`config.mk`:
```
export PLATFORM = sky130hd
export DESIGN_NAME = decode_queue
export DESIGN_NICKNAME = d
export VERILOG_FILES = /design/src/rtl/decode_queue.sv
export SDC_FILE = /design/constraint.sdc
export NUM_CORES = 1
export LEC_CHECK = 0
export BUFFER_PORTS_ARGS = -buffer_cell sky130_fd_sc_hd__buf_4
export CAP_MARGIN = 10
export CORE_MARGIN = 4
export CORE_UTILIZATION = 40
export DETAILED_ROUTE_END_ITERATION = 8
export PLACE_DENSITY = 0.62
export SLEW_MARGIN = 20
export SYNTH_ARGS = -nofsm -noshare
export SYNTH_HDL_FRONTEND = slang
export SYNTH_SLANG_ARGS = --single-unit
export TNS_END_PERCENT = 30
```
`constraint.sdc`:
```
create_clock -name clk_i -period 10.1 [get_ports clk_i]
set_clock_uncertainty 0.2 [all_clocks]
set_input_delay 2.02 -clock clk_i [delete_from_list [all_inputs] [get_ports clk_i]]
set_output_delay 2.02 -clock clk_i [all_outputs]
set_load 0.02 [all_outputs]
```
`src/rtl/decode_queue.sv`:
```
// Purpose : decodes one RV32I instruction per cycle and queues the decoded bundle for execute.
// Latency : an instruction pushed into an empty queue is visible on the head outputs after one edge.
// Backpressure: input_ready_o drops when the queue is full, on stall_request_i or on flush_i.
//
// Ports:
//   clk_i, rst_i                      clock, asynchronous active-high reset
//   input_valid_i/input_ready_o       fetch handshake carrying instr_i and pc_i
//   raddr1_o/rdata1_i, raddr2_o/rdata2_i
//                                     combinational register file read of rs1/rs2
//   stall_request_i                   blocks pushes only
//   flush_i                           empties the queue and refuses the offer
//   output_valid_o/output_ready_i     execute handshake for the head entry
//   pc_o .. illegal_o                 head entry fields (bubble values when empty)
//   count_o                           number of occupied entries
//
// Encodings:
//   alu_op      : the OP/OP_IMM func3 code itself (ALU_ADD = 000).
//   branch_cond : the BRANCH func3 code itself; NO_BRANCH = 010 and
//                 BRANCH_UNCOND = 011, two codes RV32I leaves unused for branches.

module decode_queue #(
    parameter int DEPTH         = 2,
    parameter bit ILLEGAL_CHECK = 1'b1
) (
    input  logic                       clk_i,
    input  logic                       rst_i,
    input  logic                       input_valid_i,
    output logic                       input_ready_o,
    input  logic [31:0]                instr_i,
    input  logic [31:0]                pc_i,
    output logic [4:0]                 raddr1_o,
    input  logic [31:0]                rdata1_i,
    output logic [4:0]                 raddr2_o,
    input  logic [31:0]                rdata2_i,
    input  logic                       stall_request_i,
    input  logic                       flush_i,
    output logic                       output_valid_o,
    input  logic                       output_ready_i,
    output logic [31:0]                pc_o,
    output logic [31:0]                alu_operand1_o,
    output logic [31:0]                alu_operand2_o,
    output logic [2:0]                 alu_op_o,
    output logic                       alu_sub_o,
    output logic                       alu_shift_left_o,
    output logic                       alu_signed_shift_o,
    output logic [2:0]                 branch_cond_o,
    output logic [19:0]                branch_offset_o,
    output logic                       reg_write_o,
    output logic [4:0]                 reg_addr_o,
    output logic                       ls_enable_o,
    output logic                       ls_write_o,
    output logic [31:0]                ls_write_data_o,
    output logic [3:0]                 ls_sel_o,
    output logic                       ls_unsigned_load_o,
    output logic                       illegal_o,
    output logic [$clog2(DEPTH):0]     count_o
);

    localparam int PW = $clog2(DEPTH);
    localparam int CW = PW + 1;

    localparam logic [6:0] OPC_LUI    = 7'b0110111;
    localparam logic [6:0] OPC_AUIPC  = 7'b0010111;
    localparam logic [6:0] OPC_JAL    = 7'b1101111;
    localparam logic [6:0] OPC_JALR   = 7'b1100111;
    localparam logic [6:0] OPC_BRANCH = 7'b1100011;
    localparam logic [6:0] OPC_LOAD   = 7'b0000011;
    localparam logic [6:0] OPC_STORE  = 7'b0100011;
    localparam logic [6:0] OPC_OP_IMM = 7'b0010011;
    localparam logic [6:0] OPC_OP     = 7'b0110011;

    localparam logic [2:0] F3_SLL = 3'b001;
    localparam logic [2:0] F3_SRL = 3'b101;
    localparam logic [2:0] F3_LBU = 3'b100;
    localparam logic [2:0] F3_LHU = 3'b101;

    localparam logic [2:0] ALU_ADD       = 3'b000;
    localparam logic [2:0] NO_BRANCH     = 3'b010;
    localparam logic [2:0] BRANCH_UNCOND = 3'b011;

    typedef struct packed {
        logic [31:0] pc;
        logic [31:0] alu_operand1;
        logic [31:0] alu_operand2;
        logic [2:0]  alu_op;
        logic        alu_sub;
        logic        alu_shift_left;
        logic        alu_signed_shift;
        logic [2:0]  branch_cond;
        logic [19:0] branch_offset;
        logic        reg_write;
        logic [4:0]  reg_addr;
        logic        ls_enable;
        logic        ls_write;
        logic [31:0] ls_write_data;
        logic [3:0]  ls_sel;
        logic        ls_unsigned_load;
        logic        illegal;
    } bundle_t;

    // ------------------------------------------------------------------
    // Decode
    // ------------------------------------------------------------------
    logic [6:0]  opcode;
    logic [2:0]  func3;
    logic [31:0] imm_i, imm_s, imm_b, imm_u, imm_j, imm_shamt;
    logic [31:0] imm;
    bundle_t     dec;

    assign opcode    = instr_i[6:0];
    assign func3     = instr_i[14:12];
    assign raddr1_o  = instr_i[19:15];
    assign raddr2_o  = instr_i[24:20];

    assign imm_i     = {{20{instr_i[31]}}, instr_i[31:20]};
    assign imm_s     = {{20{instr_i[31]}}, instr_i[31:25], instr_i[11:7]};
    assign imm_b     = {{19{instr_i[31]}}, instr_i[31], instr_i[7], instr_i[30:25],
                        instr_i[11:8], 1'b0};
    assign imm_u     = {instr_i[31:12], 12'b0};
    assign imm_j     = {{11{instr_i[31]}}, instr_i[31], instr_i[19:12], instr_i[20],
                        instr_i[30:21], 1'b0};
    assign imm_shamt = {27'b0, instr_i[24:20]};

    always_comb begin
        dec                  = '0;
        imm                  = '0;
        dec.pc               = pc_i;
        dec.alu_op           = ALU_ADD;
        dec.alu_shift_left   = (func3 == F3_SLL);
        dec.alu_signed_shift = instr_i[30];
        dec.branch_cond      = NO_BRANCH;
        dec.reg_write        = 1'b1;
        dec.reg_addr         = instr_i[11:7];
        dec.ls_write_data    = rdata2_i;
        dec.ls_unsigned_load = (func3 == F3_LBU) || (func3 == F3_LHU);
        case (func3[1:0])
            2'b00:   dec.ls_sel = 4'b0001;
            2'b01:   dec.ls_sel = 4'b0011;
            2'b10:   dec.ls_sel = 4'b1111;
            default: dec.ls_sel = 4'b0000;
        endcase

        case (opcode)
            OPC_LUI: begin
                imm              = imm_u;
                dec.alu_operand2 = imm_u;
            end
            OPC_AUIPC: begin
                imm              = imm_u;
                dec.alu_operand1 = pc_i;
                dec.alu_operand2 = imm_u;
            end
            OPC_JAL: begin
                imm              = imm_j;
                dec.alu_operand1 = pc_i;
                dec.alu_operand2 = imm_j;
                dec.branch_cond  = BRANCH_UNCOND;
            end
            OPC_JALR: begin
                imm              = imm_i;
                dec.alu_operand1 = rdata1_i;
                dec.alu_operand2 = imm_i;
                dec.branch_cond  = BRANCH_UNCOND;
            end
            OPC_BRANCH: begin
                imm              = imm_b;
                dec.alu_operand1 = rdata1_i;
                dec.alu_operand2 = rdata2_i;
                dec.branch_cond  = func3;
                dec.reg_write    = 1'b0;
            end
            OPC_LOAD: begin
                imm              = imm_i;
                dec.alu_operand1 = rdata1_i;
                dec.alu_operand2 = imm_i;
                dec.ls_enable    = 1'b1;
            end
            OPC_STORE: begin
                imm              = imm_s;
                dec.alu_operand1 = rdata1_i;
                dec.alu_operand2 = imm_s;
                dec.ls_enable    = 1'b1;
                dec.ls_write     = 1'b1;
                dec.reg_write    = 1'b0;
            end
            OPC_OP_IMM: begin
                // Shift amounts are a plain 5-bit field, not a signed immediate.
                imm              = ((func3 == F3_SLL) || (func3 == F3_SRL)) ? imm_shamt : imm_i;
                dec.alu_operand1 = rdata1_i;
                dec.alu_operand2 = imm;
                dec.alu_op       = func3;
            end
            OPC_OP: begin
                dec.alu_operand1 = rdata1_i;
                dec.alu_operand2 = rdata2_i;
                dec.alu_op       = func3;
                dec.alu_sub      = instr_i[30];
            end
            default: begin
                if (ILLEGAL_CHECK) begin
                    dec.illegal   = 1'b1;
                    dec.reg_write = 1'b0;
                    dec.ls_enable = 1'b0;
                end
            end
        endcase

        dec.branch_offset = imm[19:0];
    end

    // ------------------------------------------------------------------
    // Queue control
    // ------------------------------------------------------------------
    logic [PW-1:0] wr_ptr, rd_ptr;
    logic [CW-1:0] count;
    logic          push, pop;
    bundle_t       mem [DEPTH];

    // No push-through when full: a same-cycle pop does not free a slot.
    assign input_ready_o  = (count < CW'(DEPTH)) && !stall_request_i && !flush_i;
    assign output_valid_o = (count != '0);
    assign push           = input_valid_i && input_ready_o;
    assign pop            = output_valid_o && output_ready_i;
    assign count_o        = count;

    always_ff @(posedge clk_i or posedge rst_i) begin
        if (rst_i) begin
            wr_ptr <= '0;
            rd_ptr <= '0;
            count  <= '0;
        end else if (flush_i) begin
            // Flush wins over any pop presented in the same cycle.
            wr_ptr <= '0;
            rd_ptr <= '0;
            count  <= '0;
        end else begin
            if (push) begin
                wr_ptr <= wr_ptr + PW'(1);
            end
            if (pop) begin
                rd_ptr <= rd_ptr + PW'(1);
            end
            case ({push, pop})
                2'b10:   count <= count + CW'(1);
                2'b01:   count <= count - CW'(1);
                default: count <= count;
            endcase
        end
    end

    // Storage needs no reset: entries are only observable while counted.
    always_ff @(posedge clk_i) begin
        if (push) begin
            mem[wr_ptr] <= dec;
        end
    end

    // ------------------------------------------------------------------
    // Head outputs, forced to a bubble while the queue is empty
    // ------------------------------------------------------------------
    bundle_t head;

    always_comb begin
        head             = '0;
        head.alu_op      = ALU_ADD;
        head.branch_cond = NO_BRANCH;
        if (output_valid_o) begin
            head = mem[rd_ptr];
        end
    end

    assign pc_o               = head.pc;
    assign alu_operand1_o     = head.alu_operand1;
    assign alu_operand2_o     = head.alu_operand2;
    assign alu_op_o           = head.alu_op;
    assign alu_sub_o          = head.alu_sub;
    assign alu_shift_left_o   = head.alu_shift_left;
    assign alu_signed_shift_o = head.alu_signed_shift;
    assign branch_cond_o      = head.branch_cond;
    assign branch_offset_o    = head.branch_offset;
    assign reg_write_o        = head.reg_write;
    assign reg_addr_o         = head.reg_addr;
    assign ls_enable_o        = head.ls_enable;
    assign ls_write_o         = head.ls_write;
    assign ls_write_data_o    = head.ls_write_data;
    assign ls_sel_o           = head.ls_sel;
    assign ls_unsigned_load_o = head.ls_unsigned_load;
    assign illegal_o          = ILLEGAL_CHECK ? head.illegal : 1'b0;

endmodule

```
### After elaboration in Yosys (flattened, before gate mapping)

Memory sizes are Yosys's and may differ from the RTL's.
Index checks and enable logic that the tools add are counted.

| storage, ports and cells | value |
|---|---|
| register bits after elaboration | 4 |
| bits in writable memories | 342 |
| input port bits | 134 |
| logic and storage cells | 69 |
| memories kept | 1 |

Memories:

| name | words | width | read ports | clocked after Yosys merged registers in | wr ports | line | RTL |
|---|---|---|---|---|---|---|---|
| mem | 2 | 171 | 1 | 0 | 1 | 217 | `bundle_t mem [DEPTH];` |

| operators by class | value |
|---|---|
| add/sub/neg operators | 4 |
| magnitude comparators | 1 |
| equal/unequal tests | 16 |
| mux-type cells | 21 |
| reduce and logical (&&, ||, !) cells | 23 |

Operator list:

| kind | count |
|---|---|
| one-hot mux 32 bit (6 select lines) | 1 |
| 2-to-1 mux 171 bit | 1 |
| one-hot mux 20 bit (6 select lines) | 1 |
| one-hot mux 32 bit (2 select lines) | 1 |
| 2-to-1 mux 32 bit | 1 |
| == test 7 x 6 -> 1 bit, second input constant | 3 |
| == test 7 bit, second input constant | 3 |
| == test 7 x 5 -> 1 bit, second input constant | 2 |
| OR reduction 2 bit | 7 |
| one-hot mux 4 bit (3 select lines) | 1 |
| 2-to-1 mux 1 bit | 11 |
| OR reduction 9 bit | 1 |
| == test 7 x 2 -> 1 bit, second input constant | 1 |
| OR reduction 7 bit | 1 |
| == test 3 bit, second input constant | 2 |
| one-hot mux 3 bit (2 select lines) | 1 |
| nonzero test 2 bit | 3 |
| OR reduction 6 bit | 1 |
| == test 2 x 1 -> 1 bit, second input constant | 2 |
| == test 2 bit, second input constant | 2 |
| logical AND 1 bit | 4 |
| one-hot mux 2 bit (2 select lines) | 1 |
| == test 3 x 1 -> 1 bit, second input constant | 1 |
| 2-to-1 mux 3 bit | 1 |
| 9 further kinds | 12 |

### Longest topological paths before layout

| depth | value |
|---|---|
| depth in word-level cells | 7 |
| mapped depth | 7 |
| mapped depth without buffers | 6 |

### Worst setup path after synthesis

OpenSTA, ideal clock, no wires.

| timing path | value |
|---|---|
| kind | input port to flip-flop |
| start | input flush_i |
| end | memory mem[0][0] (netlist bit), enable pin |
| setup time | 0.703 ns |
| data arrival time | 9.791 ns |
| required time | 9.197 ns |
| slack | -0.593 ns |
| cell stages on the path | 3 |
| buffers on the path | 0 |
| cell sequence | nor3_1 -> nand2_1 -> nor2_1 |

| on the way | value |
|---|---|
| longest elaborated chain between the ends | 5 |

RTL lines:

| what | line | RTL |
|---|---|---|
| start, declared | 36 | `input logic flush_i,` |
| zero test 1 bit | 220 | `assign input_ready_o = (count < CW'(DEPTH)) && !stall_request_i && !flush_i;` |
| logical AND 1 bit | 220 |  |
| logical AND 1 bit | 222 | `assign push = input_valid_i && input_ready_o;` |
| 2-to-1 mux 1 bit | 253 | `if (push) begin` |
| 2-to-1 mux 1 bit (implied by the code) | 254 | `mem[wr_ptr] <= dec;` |
| end, declared | 217 |  |

Every way passes these cells.

### Final worst setup path

| timing path | value |
|---|---|
| start | register rd_ptr |
| end | output ls_write_data_o[8] |

| on the way | value |
|---|---|
| longest elaborated chain between the ends | 2 |

RTL lines:

| what | line | RTL |
|---|---|---|
| start, declared | 214 | `logic [PW-1:0] wr_ptr, rd_ptr;` |
| start signal, assigned | 241 | `rd_ptr <= rd_ptr + PW'(1);` |
| memory read (2 x 171 bit) | -- |  |
| 2-to-1 mux 171 bit | 267 | `if (output_valid_o) begin` |
| end, declared | 52 | `output logic [31:0] ls_write_data_o,` |

Every way passes these cells.

==> impl_table.tex <==
\begin{tabular}{lr}
\hline
Metric & Value \\
\hline
\multicolumn{2}{l}{\textbf{Status}} \\
\quad Status & complete, no violations \\
\multicolumn{2}{l}{\textbf{Logic synthesis}} \\
\quad Share of synthesized area occupied by flip-flops and latches & 70.9\% \\
\quad Nets in the synthesized netlist & 1,110 \\
\quad Number of different library cells in the post-synthesis netlist & 47 \\
\quad Gate count after technology mapping & 971 \\
\quad Share of the synthesized area in the top cell type & 70.2\% \\
\quad Seq cells post-synth & 344 \\
\quad Synth Cell Area & 0.0145 mm2 \\
\quad Share of synthesized registers carrying an async set or reset & approximately 1.2\% \\
\quad Commonest register cell after synthesis & sky130\_fd\_sc\_hd\_\_edfxtp\_1 \\
\quad Synth warn & 0 \\
\quad Post-synth EDFFs & 340 \\
\quad Cells taking the most area after synthesis & sky130\_fd\_sc\_hd\_\_edfxtp\_1 70\%, sky130\_fd\_sc\_hd\_\_mux2i\_1 12\%, sky130\_fd\_sc\_hd\_\_nor2\_1 4.9\% \\
\quad Synth area leader & sky130\_fd\_sc\_hd\_\_edfxtp\_1 \\
\quad Avg Synthesized Cell Area & $\sim$15 um2 \\
\multicolumn{2}{l}{\textbf{Route}} \\
\quad DRC errors left & 0 \\
\quad First drt pass iteration count & 5 \\
\quad Residual antenna-violating net count after detailed routing & 0 \\
\quad Number of DRC violations after detailed-routing iteration 0 & 751 \\
\quad Total wirelength of the detailed-routed design & 37,800 um \\
\quad Routed via count & 9,229 \\
\quad Per-cell via count in the routed design & 5.24 \\
\quad Routed wirelength normalized by instance count & 21.5 um \\
\multicolumn{2}{l}{\textbf{Timing}} \\
\quad Ratio of final minimum period to clock period & 50.2\% \\
\quad Final hold violation count & 0 \\
\quad Hold slack final & 0.440 ns \\
\quad Least-Margin Pin Slew & 1.07 ns \\
\quad Fmax & between 150 and 200 MHz \\
\quad Final critical delay including setup and external delays & 5.07 ns \\
\quad Setup TNS & 0 ns \\
\quad RSZ-0062 raised after global routing & false \\
\quad Number of setup violations in the final report & 0 \\
\quad Tightest slew margin relative to the limit & 28.5\% \\
\quad Max-slew violation total from the final report & 0 \\
\multicolumn{2}{l}{\textbf{Floorplanning}} \\
\quad Top-Level Pins & 319 \\
\quad Starting density of the core & 40.7\% \\
\quad Die width & just under 200 um \\
\quad Area enclosed by the die boundary & 0.0395 mm2 \\
\quad Standard-cell rows & 69 \\
\quad Chip height & just under 200 um \\
\quad Placeable core area & 0.0357 mm2 \\
\multicolumn{2}{l}{\textbf{Critical path}} \\
\quad Biggest fanout along the worst timing path & 56 \\
\quad Critical path startpoint category & flip-flop \\
\quad Critical Path Stages & 4 \\
\quad Worst reg2reg path startpoint & count\_o[1]\$\_DFFE\_PP0P\_ \\
\quad Count of buffering cells on the critical path with inverters included & 2 \\
\quad Required time of the worst setup path & just under 8 ns \\
\quad Reg-to-reg setup timing slack & 7.07 ns \\
\quad Cell family with the largest share of critical-path delay & buffers and inverters \\
\quad Source of the critical timing path & rd\_ptr\$\_DFFE\_PP0P\_ \\
\quad Worst setup path category & flip-flop to output port \\
\quad Logic depth of the worst register-to-register path & 3 \\
\quad CP endpoint kind & output port \\
\quad Crit path top cell by count & sky130\_fd\_sc\_hd\_\_buf\_4 \\
\quad Arrival time of the worst setup path & 2.85 ns \\
\quad Chain of cells forming the critical path & buf\_4, mux2i\_1, nor2\_1, buf\_4 \\
\quad Critical path's slowest cell & sky130\_fd\_sc\_hd\_\_buf\_4 \\
\quad Max stage delay on crit path & 0.86 ns \\
\quad End of the worst register-to-register path & mem[1][84]\$\_DFFE\_PP\_ \\
\multicolumn{2}{l}{\textbf{GRT}} \\
\quad Global-route wire length before repair & 56,000 um \\
\quad Number of global-route vias before repair & 9,336 \\
\quad GRT Overall Usage & 18.5\% \\
\quad Remaining Overflow, GRT & 0 \\
\quad Number of antenna violations at the first check in global routing & 1 \\
\quad Maximum number of pins on one net before global-route repair & 171 \\
\multicolumn{2}{l}{\textbf{Final layout}} \\
\quad Area delta synth->final & 26.8\% \\
\quad Number of fill cells & about 3,100 \\
\quad Ratio of cells with drive above 1 in the final layout & 30.5\% \\
\quad Final net count & 1,410 \\
\quad Cell area after layout & 0.0184 mm2 \\
\multicolumn{2}{l}{\textbf{Clock tree}} \\
\quad Clock tree from TritonCTS & built \\
\quad Clock sink count & 344 \\
\quad Clock latency on the worst-skew pair & 0.51 ns \\
\quad Clock root cell & sky130\_fd\_sc\_hd\_\_clkbuf\_16 \\
\quad Number of buffers on the longest clock path & 3 \\
\quad Post-CTS Setup Repair Bufs & 0 \\
\quad Cts hold-fix bufs & 0 \\
\quad CTS clock-pin slew for the worst setup and hold paths & 0.06 ns \\
\quad Total CTS buffers & 38 \\
\quad Count of instances resized after the clock tree is built & 0 \\
\quad H-tree levels & 2 \\
\multicolumn{2}{l}{\textbf{Hold path}} \\
\quad Hold path startpoint & count\_o[0]\$\_DFFE\_PP0P\_ \\
\quad Class of the tightest hold or removal check & flip-flop to flip-flop \\
\quad Endpoint of the worst hold path & count\_o[1]\$\_DFFE\_PP0P\_ \\
\quad Worst Hold Path Cells & 2 \\
\multicolumn{2}{l}{\textbf{Placement}} \\
\quad Final weighted congestion of routability-driven global placement & 0.786 \\
\quad PortBufs & 318 \\
\quad Dpl cell area & approximately 0.017 mm2 \\
\quad Final HPWL DP & roughly 25,000 um \\
\multicolumn{2}{l}{\textbf{Pwr}} \\
\quad Leakage dissipation & 6.67 nW \\
\quad Power per standard cell area & 176 mW/mm2 \\
\quad Worst vdd rail ir drop & 0.000117 V \\
\multicolumn{2}{l}{\textbf{Job}} \\
\quad Max-cap viol count & 0 \\
\hline
\end{tabular}
## Yosys cell counts, drive strengths merged (2+ instances only)
| master | instances |
|---|---|
| nand3 | 18 |
| a31oi | 2 |
| nand2 | 13 |
| and3 | 7 |
| dfrtp | 4 |
| edfxtp | 340 |
| nor2 | 188 |
| and2 | 3 |
| mux2i | 174 |
| a22oi | 12 |
| buf | 50 |
| o21ai | 12 |
| nand2b | 4 |
| ha | 5 |
| a221o | 9 |
| a211o | 2 |
| o21a | 2 |
| a21o | 10 |
| nor3 | 13 |
| clkbuf | 19 |
| xnor2 | 2 |
| nor2b | 4 |
| inv | 8 |
| a21oi | 7 |
| a22o | 46 |
| nand3b | 2 |
## kinds of logic (layout without fill, tap and decap cells)
kind of cell             Yosys count  in the layout  synth area share (%)
buffers and inverters             77            405                  2.67
flip-flops                       344            344                  70.9
multiplexers                     174            174                  12.0
AO/OA/AOI/OAI                    106            106                  5.85
adder cells (fa/ha/maj)            5              5                 0.430
AND/OR/NAND/NOR                  262            262                  8.01
other                              0              1                     0
XOR/XNOR                           3              3                 0.181
## through the flow
step	power (mW)	utilization (%)	std cells	setup WS [ns]
after CTS	3.28	51.6	1760	5.04
final	3.24	51.6	1761	5.03
after global routing	3.36	51.6	1761	4.96
after floorplan	1.84	-	971	2.26
after detailed placement	2.01	48.4	1692	5.22
after global placement	2.01	48.4	1692	5.19
## layer usage
layer	track usage, %	vias to the layer above	part of all wire (%)
met4	4.84	0	2.0
met2	29.1	424	47
met1	26.0	4491	42
li1	-	4263	-
met3	4.39	51	8.9
met5	0	-	0
## layout make-up
cell class,instances,area (um2),area share (%)
Antenna cell,1,2.50,0.0136
Tap cell,461,577,3.13
Sequential cell,344,10300,55.9
Inverter,8,30.0,0.163
Timing Repair Buffer,329,2490,13.5
Multi-Input combinational cell,550,3890,21.1
Clock inverter,13,88.8,0.482
Clock buffer,55,1060,5.73
## worst reg2reg max path: cells and delay by family (launching register included)
| family | cells | cell delay [ns] |
|---|---|---|
| DFF | 1 | 0.47 |
| buffers and inverters | 1 | 0.84 |
| and+or+nand+nor | 2 | 1.07 |
## flip-flops by register name, summed over array words and instances (netlist names)
register	cells
rd_ptr	1
mem	340
wr_ptr	1
count_o	2
## where the power goes
part	leakage (nW)	internal (mW)	switching, mW
Clock	0.555	0.730	0.532
Combinational	3.14	0.145	0.216
Sequential	2.97	1.60	0.0119
## layout by cell type (no fill, tap or decap), drive strengths merged, types with 3 or more instances in the layout
cell type  count
edfxtp       340
buf          329
nor2         188
mux2i        174
clkbuf        55
a22o          46
nand3         18
nand2         13
nor3          13
a22oi         12
o21ai         12
clkinv        12
a21o          10
a221o          9
inv            8
and3           7
a21oi          7
ha             5
nand2b         4
nor2b          4
dfrtp          4
and2           3
## worst max-delay path by stage
stage	end	slack, ns
6_report	ls_write_data_o[8]	5.03
5_1_grt	branch_offset_o[8]	4.96
4_1_cts	alu_operand2_o[9]	5.04
3_5_place_dp	input_ready_o	5.22
3_3_place_gp	input_ready_o	5.19
2_1_floorplan	mem[0][0]$_DFFE_PP_	2.26
No activity file was read; power rests on OpenSTA's default activity.
